--- src/rtl/ava_pkg.sv ---
// rtl/ava_pkg.sv - shared types and framebuffer constants for the ava video block
package ava_pkg;

  localparam int AVA_COORD_W   = 10;
  localparam int AVA_FB_WIDTH  = 320;
  localparam int AVA_FB_HEIGHT = 200;

  typedef struct packed {
    logic [AVA_COORD_W-1:0] x;
    logic [AVA_COORD_W-1:0] y;
  } coords_t;

  typedef enum logic [0:0] {
    OP_PIXEL = 1'b0,
    OP_FILL  = 1'b1
  } ava_wr_op_t;

endpackage

--- src/rtl/ava_fill_scanner.sv ---
// rtl/ava_fill_scanner.sv - row-major rectangle walker with incremental VRAM address
module ava_fill_scanner
  import ava_pkg::*;
#(
  parameter int WIDTH  = AVA_FB_WIDTH,
  parameter int ADDR_W = 17
) (
  input  logic                   clk,
  input  logic                   reset,
  input  logic                   load_i,
  input  logic                   advance_i,
  input  logic [AVA_COORD_W-1:0] x0_i,
  input  logic [AVA_COORD_W-1:0] y0_i,
  input  logic [AVA_COORD_W-1:0] x_end_i,
  input  logic [AVA_COORD_W-1:0] y_end_i,
  input  logic [ADDR_W-1:0]      row_base_i,
  output logic                   last_o,
  output logic [ADDR_W-1:0]      next_addr_o
);

  logic [AVA_COORD_W-1:0] x_q, x_d, y_q, y_d;
  logic [AVA_COORD_W-1:0] x0_q, x0_d, x_end_q, x_end_d, y_end_q, y_end_d;
  logic [ADDR_W-1:0]      row_base_q, row_base_d;
  logic                   row_end;

  assign row_end = (x_q == x_end_q);
  assign last_o  = row_end && (y_q == y_end_q);

  // Address of the pixel after the current one; row wrap adds WIDTH, never multiplies
  always_comb begin
    if (row_end) begin
      next_addr_o = row_base_q + ADDR_W'(WIDTH) + ADDR_W'(x0_q);
    end else begin
      next_addr_o = row_base_q + ADDR_W'(x_q) + ADDR_W'(1);
    end
  end

  // Counter updates: load captures the clipped rectangle, advance steps one pixel
  always_comb begin
    x_d        = x_q;
    y_d        = y_q;
    x0_d       = x0_q;
    x_end_d    = x_end_q;
    y_end_d    = y_end_q;
    row_base_d = row_base_q;
    if (load_i) begin
      x_d        = x0_i;
      y_d        = y0_i;
      x0_d       = x0_i;
      x_end_d    = x_end_i;
      y_end_d    = y_end_i;
      row_base_d = row_base_i;
    end else if (advance_i) begin
      if (row_end) begin
        x_d        = x0_q;
        y_d        = y_q + AVA_COORD_W'(1);
        row_base_d = row_base_q + ADDR_W'(WIDTH);
      end else begin
        x_d = x_q + AVA_COORD_W'(1);
      end
    end
  end

  // Counter registers
  always_ff @(posedge clk or posedge reset) begin
    if (reset) begin
      x_q        <= '0;
      y_q        <= '0;
      x0_q       <= '0;
      x_end_q    <= '0;
      y_end_q    <= '0;
      row_base_q <= '0;
    end else begin
      x_q        <= x_d;
      y_q        <= y_d;
      x0_q       <= x0_d;
      x_end_q    <= x_end_d;
      y_end_q    <= y_end_d;
      row_base_q <= row_base_d;
    end
  end

endmodule

--- src/rtl/ava_vram_writer.sv ---
// rtl/ava_vram_writer.sv - command-driven pixel/rectangle writer for the VRAM write port
module ava_vram_writer
  import ava_pkg::*;
#(
  parameter int WIDTH  = AVA_FB_WIDTH,
  parameter int HEIGHT = AVA_FB_HEIGHT,
  parameter int ADDR_W = 17
) (
  input  logic              clk,
  input  logic              reset,
  input  logic              cmd_valid,
  output logic              cmd_ready,
  input  ava_wr_op_t        cmd_op,
  input  coords_t           cmd_p0,
  input  coords_t           cmd_p1,
  input  logic [5:0]        cmd_color,
  output logic              vram_we,
  output logic [ADDR_W-1:0] vram_wa,
  output logic [31:0]       vram_wd,
  output logic              busy,
  output logic              done
);

  localparam logic [1:0] ST_IDLE  = 2'd0;
  localparam logic [1:0] ST_WRITE = 2'd1;
  localparam logic [1:0] ST_FIN   = 2'd2;

  localparam logic [31:0]            WIDTH_U  = 32'(WIDTH);
  localparam logic [31:0]            HEIGHT_U = 32'(HEIGHT);
  localparam logic [AVA_COORD_W-1:0] X_MAX    = AVA_COORD_W'(WIDTH - 1);
  localparam logic [AVA_COORD_W-1:0] Y_MAX    = AVA_COORD_W'(HEIGHT - 1);

  logic [1:0]             state_q, state_d;
  logic [ADDR_W-1:0]      wa_q, wa_d;
  logic [31:0]            wd_q, wd_d;
  logic                   accept, empty;
  logic [AVA_COORD_W-1:0] x_end, y_end;
  logic [ADDR_W-1:0]      row_base0;
  logic                   scan_load, scan_adv, scan_last;
  logic [ADDR_W-1:0]      scan_next;

  assign accept    = cmd_valid && cmd_ready;
  assign scan_load = accept && !empty;
  assign scan_adv  = (state_q == ST_WRITE) && !scan_last;

  // Clip the offered command to the framebuffer and find its first row base
  always_comb begin
    x_end = cmd_p0.x;
    y_end = cmd_p0.y;
    if (cmd_op == OP_FILL) begin
      x_end = (cmd_p1.x > X_MAX) ? X_MAX : cmd_p1.x;
      y_end = (cmd_p1.y > Y_MAX) ? Y_MAX : cmd_p1.y;
    end
    empty = (cmd_p0.x > x_end) || (cmd_p0.y > y_end) ||
            (32'(cmd_p0.x) >= WIDTH_U) || (32'(cmd_p0.y) >= HEIGHT_U);
    row_base0 = ADDR_W'(cmd_p0.y) * ADDR_W'(WIDTH);
  end

  ava_fill_scanner #(
    .WIDTH (WIDTH),
    .ADDR_W(ADDR_W)
  ) u_scanner (
    .clk        (clk),
    .reset      (reset),
    .load_i     (scan_load),
    .advance_i  (scan_adv),
    .x0_i       (cmd_p0.x),
    .y0_i       (cmd_p0.y),
    .x_end_i    (x_end),
    .y_end_i    (y_end),
    .row_base_i (row_base0),
    .last_o     (scan_last),
    .next_addr_o(scan_next)
  );

  // FSM sequencing; write address/data only change when a write is being issued
  always_comb begin
    state_d = state_q;
    wa_d    = wa_q;
    wd_d    = wd_q;
    case (state_q)
      ST_IDLE: begin
        if (accept) begin
          if (empty) begin
            state_d = ST_FIN;
          end else begin
            state_d = ST_WRITE;
            wa_d    = row_base0 + ADDR_W'(cmd_p0.x);
            wd_d    = {26'b0, cmd_color};
          end
        end
      end
      ST_WRITE: begin
        if (scan_last) begin
          state_d = ST_FIN;
        end else begin
          wa_d = scan_next;
        end
      end
      ST_FIN:  state_d = ST_IDLE;
      default: state_d = ST_IDLE;
    endcase
  end

  // State and write-port registers
  always_ff @(posedge clk or posedge reset) begin
    if (reset) begin
      state_q <= ST_IDLE;
      wa_q    <= '0;
      wd_q    <= '0;
    end else begin
      state_q <= state_d;
      wa_q    <= wa_d;
      wd_q    <= wd_d;
    end
  end

  assign cmd_ready = (state_q == ST_IDLE);
  assign vram_we   = (state_q == ST_WRITE);
  assign busy      = (state_q == ST_WRITE) || (state_q == ST_FIN);
  assign done      = (state_q == ST_FIN);
  assign vram_wa   = wa_q;
  assign vram_wd   = wd_q;

endmodule

--- config.mk ---
export PLATFORM = sky130hd
export DESIGN_NAME = ava_vram_writer
export DESIGN_NICKNAME = d
export VERILOG_FILES = /design/src/rtl/ava_pkg.sv /design/src/rtl/ava_fill_scanner.sv /design/src/rtl/ava_vram_writer.sv
export SDC_FILE = /design/constraint.sdc
export NUM_CORES = 1
export LEC_CHECK = 0
export CAP_MARGIN = 20
export CORE_MARGIN = 3
export CORE_UTILIZATION = 50
export CTS_BUF_LIST = sky130_fd_sc_hd__clkbuf_2
export DETAILED_ROUTE_END_ITERATION = 10
export PLACE_DENSITY = 0.71
export SLEW_MARGIN = 20
export SYNTH_ARGS = -nofsm -noshare
export SYNTH_HDL_FRONTEND = slang
export SYNTH_HIERARCHICAL = 1
export SYNTH_SLANG_ARGS = --single-unit
--- constraint.sdc ---
create_clock -name clk -period 4.2 [get_ports clk]
set_input_delay 0.42 -clock clk [delete_from_list [all_inputs] [get_ports clk]]
set_output_delay 0.42 -clock clk [all_outputs]
set_load 0.01 [all_outputs]
* Word level (Yosys, flattened, before mapping)
Cells that the tools add are included.
** Storage, ports and cells
- Register bits :: 92
- Latch bits :: 0
- Bits in writable memories :: 0
- Memory bits (read-only) :: 0
- Output and inout bits :: 53
- Memories kept :: 0
** Cells by class
- Add/sub/neg operators :: 7
- Multipliers :: 1
- Divide/modulo/power cells :: 0
- Order comparisons :: 6
- Eq/ne operators :: 8
- Shift-type cells :: 0
- Mux-type cells :: 22
- Bitwise logic cells :: 1
- Reduce and logical (&&, ||, !) cells :: 18
** Operators by type and width (number)
- 2-to-1 mux 17 bit :: 7
- 2-to-1 mux 10 bit :: 10
- adder 17 x 10 -> 17 bit :: 3
- one-hot mux 17 bit (2 select lines) :: 1
- adder 10 x 1 -> 10 bit (second input constant) :: 2
- equality test 10 bit :: 2
- greater-than comparator 10 bit :: 2
- adder 17 x 1 -> 17 bit (second input constant) :: 1
- adder 17 x 9 -> 17 bit (second input constant) :: 1
- multiplier 10 x 3 -> 11 bit (second input constant) :: 1
- greater-or-equal comparator 10 x 8 -> 1 bit (second input constant) :: 1
- greater-or-equal comparator 10 x 9 -> 1 bit (second input constant) :: 1
- greater-than comparator 10 x 8 -> 1 bit (second input constant) :: 1
- greater-than comparator 10 x 9 -> 1 bit (second input constant) :: 1
- 2-to-1 mux 2 bit :: 3
- nonzero test 2 bit :: 3
- logical AND 1 bit :: 4
- logical OR 1 bit :: 4
- != test 2 x 1 -> 1 bit (second input constant) :: 2
- != test 2 bit (second input constant) :: 2
- one-hot mux 2 bit (2 select lines) :: 1
- AND reduction 2 bit :: 2
- AND reduction 4 bit :: 1
- AND reduction 3 bit :: 1
- 5 further kinds :: 6

* Logic depth before layout (Yosys ltp)
- Word-level depth :: 11
- Depth in mapped cells :: 16
- Mapped depth without buffers :: 14

* Cells and area by module
Netlist, hierarchy kept.
** Modules (own cells, without submodules)
- ava_fill_scanner :: instances 1, cells each 518, area an instance 4663.2 um^2, seq. area each 1676.6 um^2
- ava_vram_writer :: instances 1, cells each 348, area an instance 2919.0 um^2, seq. area each 625.6 um^2

* Worst setup path before layout
Ideal clock, no wire load.
- Path kind :: input to register
- From :: input cmd_p1[5] (netlist name)
- To :: register u_scanner.x0_q[3]
- Setup time :: 125 ps
- Arrival :: 3292 ps
- Setup slack :: 783 ps
- Cell stages on the path :: 13
- Buffers on the path :: 2
- Path through :: o311ai_0 and3_1 nand2_1 o21a_1 ha_1 a21oi_1 o21ai_0 a2111oi_2 o21ai_0 nor2_1 clkbuf_1 clkbuf_1 mux2_2
** On the way
- Word-level cells in the longest chain between the ends :: 9
** RTL lines
- from (decl) :: RTL line ava_vram_writer.sv:15 : input coords_t cmd_p1,
- greater-than comparator 10 x 8 -> 1 bit :: RTL line ava_vram_writer.sv:52 : y_end = (cmd_p1.y > Y_MAX) ? Y_MAX : cmd_p1.y;
- 2-to-1 mux 10 bit (*) :: RTL line ava_vram_writer.sv:52
- 2-to-1 mux 10 bit (*) :: RTL line ava_vram_writer.sv:50 : if (cmd_op == OP_FILL) begin
- greater-than comparator 10 bit (*) :: RTL line ava_vram_writer.sv:54 : empty = (cmd_p0.x > x_end) || (cmd_p0.y > y_end) ||
- logical OR 1 bit (*) (2 in a row) :: RTL line ava_vram_writer.sv:54
- logical OR 1 bit (*) :: RTL line ava_vram_writer.sv:55 : (32'(cmd_p0.x) >= WIDTH_U) || (32'(cmd_p0.y) >= HEIGHT_U);
- zero test 1 bit (*) :: RTL line ava_vram_writer.sv:43 : assign scan_load = accept && !empty;
- logical AND 1 bit (*) :: RTL line ava_vram_writer.sv:43
- net scan_load :: RTL line ava_vram_writer.sv:39 : logic scan_load, scan_adv, scan_last;
- to (signal assigned) :: RTL line ava_fill_scanner.sv:69 : x0_q <= '0;
- to (signal assigned) :: RTL line ava_fill_scanner.sv:76 : x0_q <= x0_d;
- to (decl) :: RTL line ava_fill_scanner.sv:22 : logic [AVA_COORD_W-1:0] x0_q, x0_d, x_end_q, x_end_d, y_end_q, y_end_d;
The timed path passes the listed nets; every way through them passes the cells marked *.
A chain may end at the register's enable or synchronous reset.

* Worst setup path after layout
Ends and elaborated chain as after synthesis.

==> results.yml <==
synthesis:
  synth_common_cells: "dfrtp_1, nand2_1, inv_1"
  synthFlopType: "dfrtp_1"
  synth.area.top_cells: "dfrtp_1, ha_1, mux2_2"
  synth_enable_flop_cells: 0
  synth-async-reset-ratio_pct: 100
  ys_warn_count: 6
  ys_ff_latch: 92
  yosysTopAreaCell: "dfrtp_1"
  synth_top_area_share_pct: 30.4
  synth_most_common_cell: "dfrtp_1"
  syn_area_um2: 7580
  syn_avg_cell_area_um2: 8.76
  netlist_instances: 866
  synth_seq_area_share_pct: 30.4
  yosysUniqueCellTypes: 75
sta:
  fin_crit_ns: 3.32
  finalSetupViolCount: 0
  hold_viol: 0
  tightest_slew_ns: 0.949
  fin_skew_ns: 0.0305
  fmax_ghz: 0.302
  finalCritPeriodShare_pct: 78.9
  maxSlewViolCount: 0
  relSlewSlack_pct: 36.7
  rsz0062_at_grt: "no"
  final.setup.tns_ns: 0
detailed_routing:
  vias_per_cell: 5.57
  routed_wl_mm: 17.8
  firstDrtPassIters: 5
  route.vias.total: 6287
  wl_per_cell_um: 15.8
  ant_nets: 0
  drt-initial-drc-count: 340
  drc: 0
pwr:
  powerDensity_nw_per_um2: 535
  max-vdd-ir-drop_mv: 0.177
  leakage_uw: 0.00384
clock_network:
  cts_made_buffers: 9
  cts_resized: 0
  root_buffer: "clkbuf_2"
  postCtsHoldBufs: 0
  cts_tree: "done"
  clock-sinks: 92
  post_cts_buffers: 0
  clk_pin_slew_ns: 0.27
  insertion_delay_ns: 0.61
  clk_path_buf_depth: 2
  cts_htree_levels: 3
critical_path:
  cp_cell_sequence: "clkdlybuf4s50_1 > o311ai_0 > and3_1 > nand2_1 > o21a_1 > ha_1 > a21oi_1 > o21ai_0 > a2111oi_2 > o21ai_0 > nor2_4 > buf_12 > mux2_2"
  cp-end-kind: "flop"
  worstPathArrival_ns: 3.82
  worstPathRequired_ns: 4.70
  r2r_setup_slack_ns: 0.97
  slowest_delay_ns: 0.46
  cp_max_fo: 65
  timing_worst_setup_path_type: "in2reg"
  worst_path_max_delay_cell: "a2111oi_2"
  cpMostUsedCell: "o21ai_0"
  worstSetupStartpointType: "input pin"
grt:
  grt_antenna_before_repair: 1
  grt_max_degree: 66
  grt_pass1_wl_mm: 29.2
  track_usage_pct: 21.9
  first_global_vias: 5881
  grt_overflow: 0
status:
  outcome: "finished clean"
run:
  drv_cap: 0
floorplan:
  die_w_um: 129
  io_pins: 103
  die_height_um: 129
  core_area_um2: 14700
  rows: 44
  initial_core_util_pct: 51.6
  die-area_um2: 16700
place:
  placed_area_um2: 8500
  io_buffers: 76
  dp_hpwl_mm: 14.1
  place.gp.congestion: 0.850
finish:
  final_area_um2: 8680
  nets: 1058
  drive_gt1_share_pct: 10.1
  synthToLayoutAreaGrowth_pct: 14.5
hold_path:
  hold_class: "in2async"
[worst max-delay path: cells and delay by family]
kind | cells | cell delay [ns]
AO/OA/AOI/OAI | 6 | 1.49
buffers and inverters | 2 | 0.69
AND/OR/NAND/NOR | 3 | 0.49
multiplexers | 1 | 0.38
adder cells (fa/ha/maj) | 1 | 0.31
[path summary, 6_finish.rpt]
path / startpoint / to / cells past startpoint
setup / recovery: cmd_p1[5] / u_scanner/x0_q[3] / 13
hold / removal: reset / u_scanner/row_base_q[13] / 2
setup reg to reg: u_scanner/row_base_q[8] / vram_wa[16] / 12
hold reg to reg: vram_wa[12] / vram_wa[12] / 1
max in group asynchronous: reset / u_scanner/x_end_q[2] / 3
min in group clk: cmd_color[1] / vram_wd[1] / 2
[registers in the layout (all words and copies together), names as in the netlist]
| signal | flops |
|---|---|
| u_scanner/x_q | 10 |
| u_scanner/row_base_q | 17 |
| u_scanner/x_end_q | 10 |
| u_scanner/x0_q | 10 |
| u_scanner/y_q | 10 |
| vram_wd | 6 |
| state_q | 2 |
| u_scanner/y_end_q | 10 |
| vram_wa | 17 |
[per-stage QoR]
step | cells | total power [uW] | hold WS [ns] | util, % | setup WS [ns]
5_1_grt | 1129 | 5030 | 0.287 | 59.1 | 0.541
4_1_cts | 1128 | 4650 | 0.340 | 59.0 | 0.964
2_1_floorplan | 897 | 3300 | 0.447 | - | 0.783
3_3_place_gp | 1112 | 3970 | 0.490 | 57.8 | 0.315
6_report | 1129 | 4650 | 0.261 | 59.1 | 0.885
3_5_place_dp | 1112 | 4010 | 0.496 | 57.8 | 0.293
[logic make-up (layout without fill, tap and decap cells)]
kind of cell,count (synthesis),after routing,synth area share [%]
adder cells (fa/ha/maj),69,69,11.8
flip-flops,92,92,30.4
AO/OA/AOI/OAI,212,212,18.0
XOR/XNOR,79,79,9.13
buffers and inverters,129,176,7.92
other,1,33,0.0495
AND/OR/NAND/NOR,227,227,14.6
multiplexers,57,57,8.20
[layout by cell type, fill, tap and decap left out, types with 4 or more instances in the layout]
cell type         n
dfrtp_1          92
nand2_1          78
clkdlybuf4s50_1  76
inv_1            68
ha_1             65
nor2_1           55
o21ai_0          51
a21oi_1          44
xnor2_1          44
mux2_2           40
xor2_1           35
conb_1           32
o21ai_1          25
nand3_1          25
mux2i_1          16
o21a_1           13
buf_4            13
nor3_1           12
nand4_1           9
o22ai_1           9
clkbuf_2          9
nand2b_1          8
a211oi_1          8
and3_1            8
a21o_1            6
a21oi_2           6
a31oi_1           6
o22a_1            5
a211o_1           4
nor2b_1           4
fa_1              4
bufinv_16         4
[per-layer routing]
layer  global-route usage, %  up-vias  wire length (um)  share of wire, %
li1                        -     3135                 -                 -
met1                    31.2     2974              8560                48
met2                    35.2      157              8150                46
met3                    2.51       21               788               4.4
met4                    6.79        0               299               1.7
met5                       0        -                 0                 0
[power by group]
part           total, uW  internal, uW  switching, uW
registers           1470          1160            309
clock network        640           315            326
logic               2540          1220           1330
total               4650          2690           1960
[layout make-up]
type | count | area [um2]
Antenna cell | 1 | 2.50
Clock buffer | 9 | 45.0
Clock inverter | 7 | 139
Fill cell | 1344 | 6020
Inverter | 69 | 260
Multi-Input combinational cell | 676 | 4810
Sequential cell | 92 | 2300
Tap cell | 184 | 230
Timing Repair Buffer | 91 | 898
Note: power is estimated with default switching activity, not from simulation.
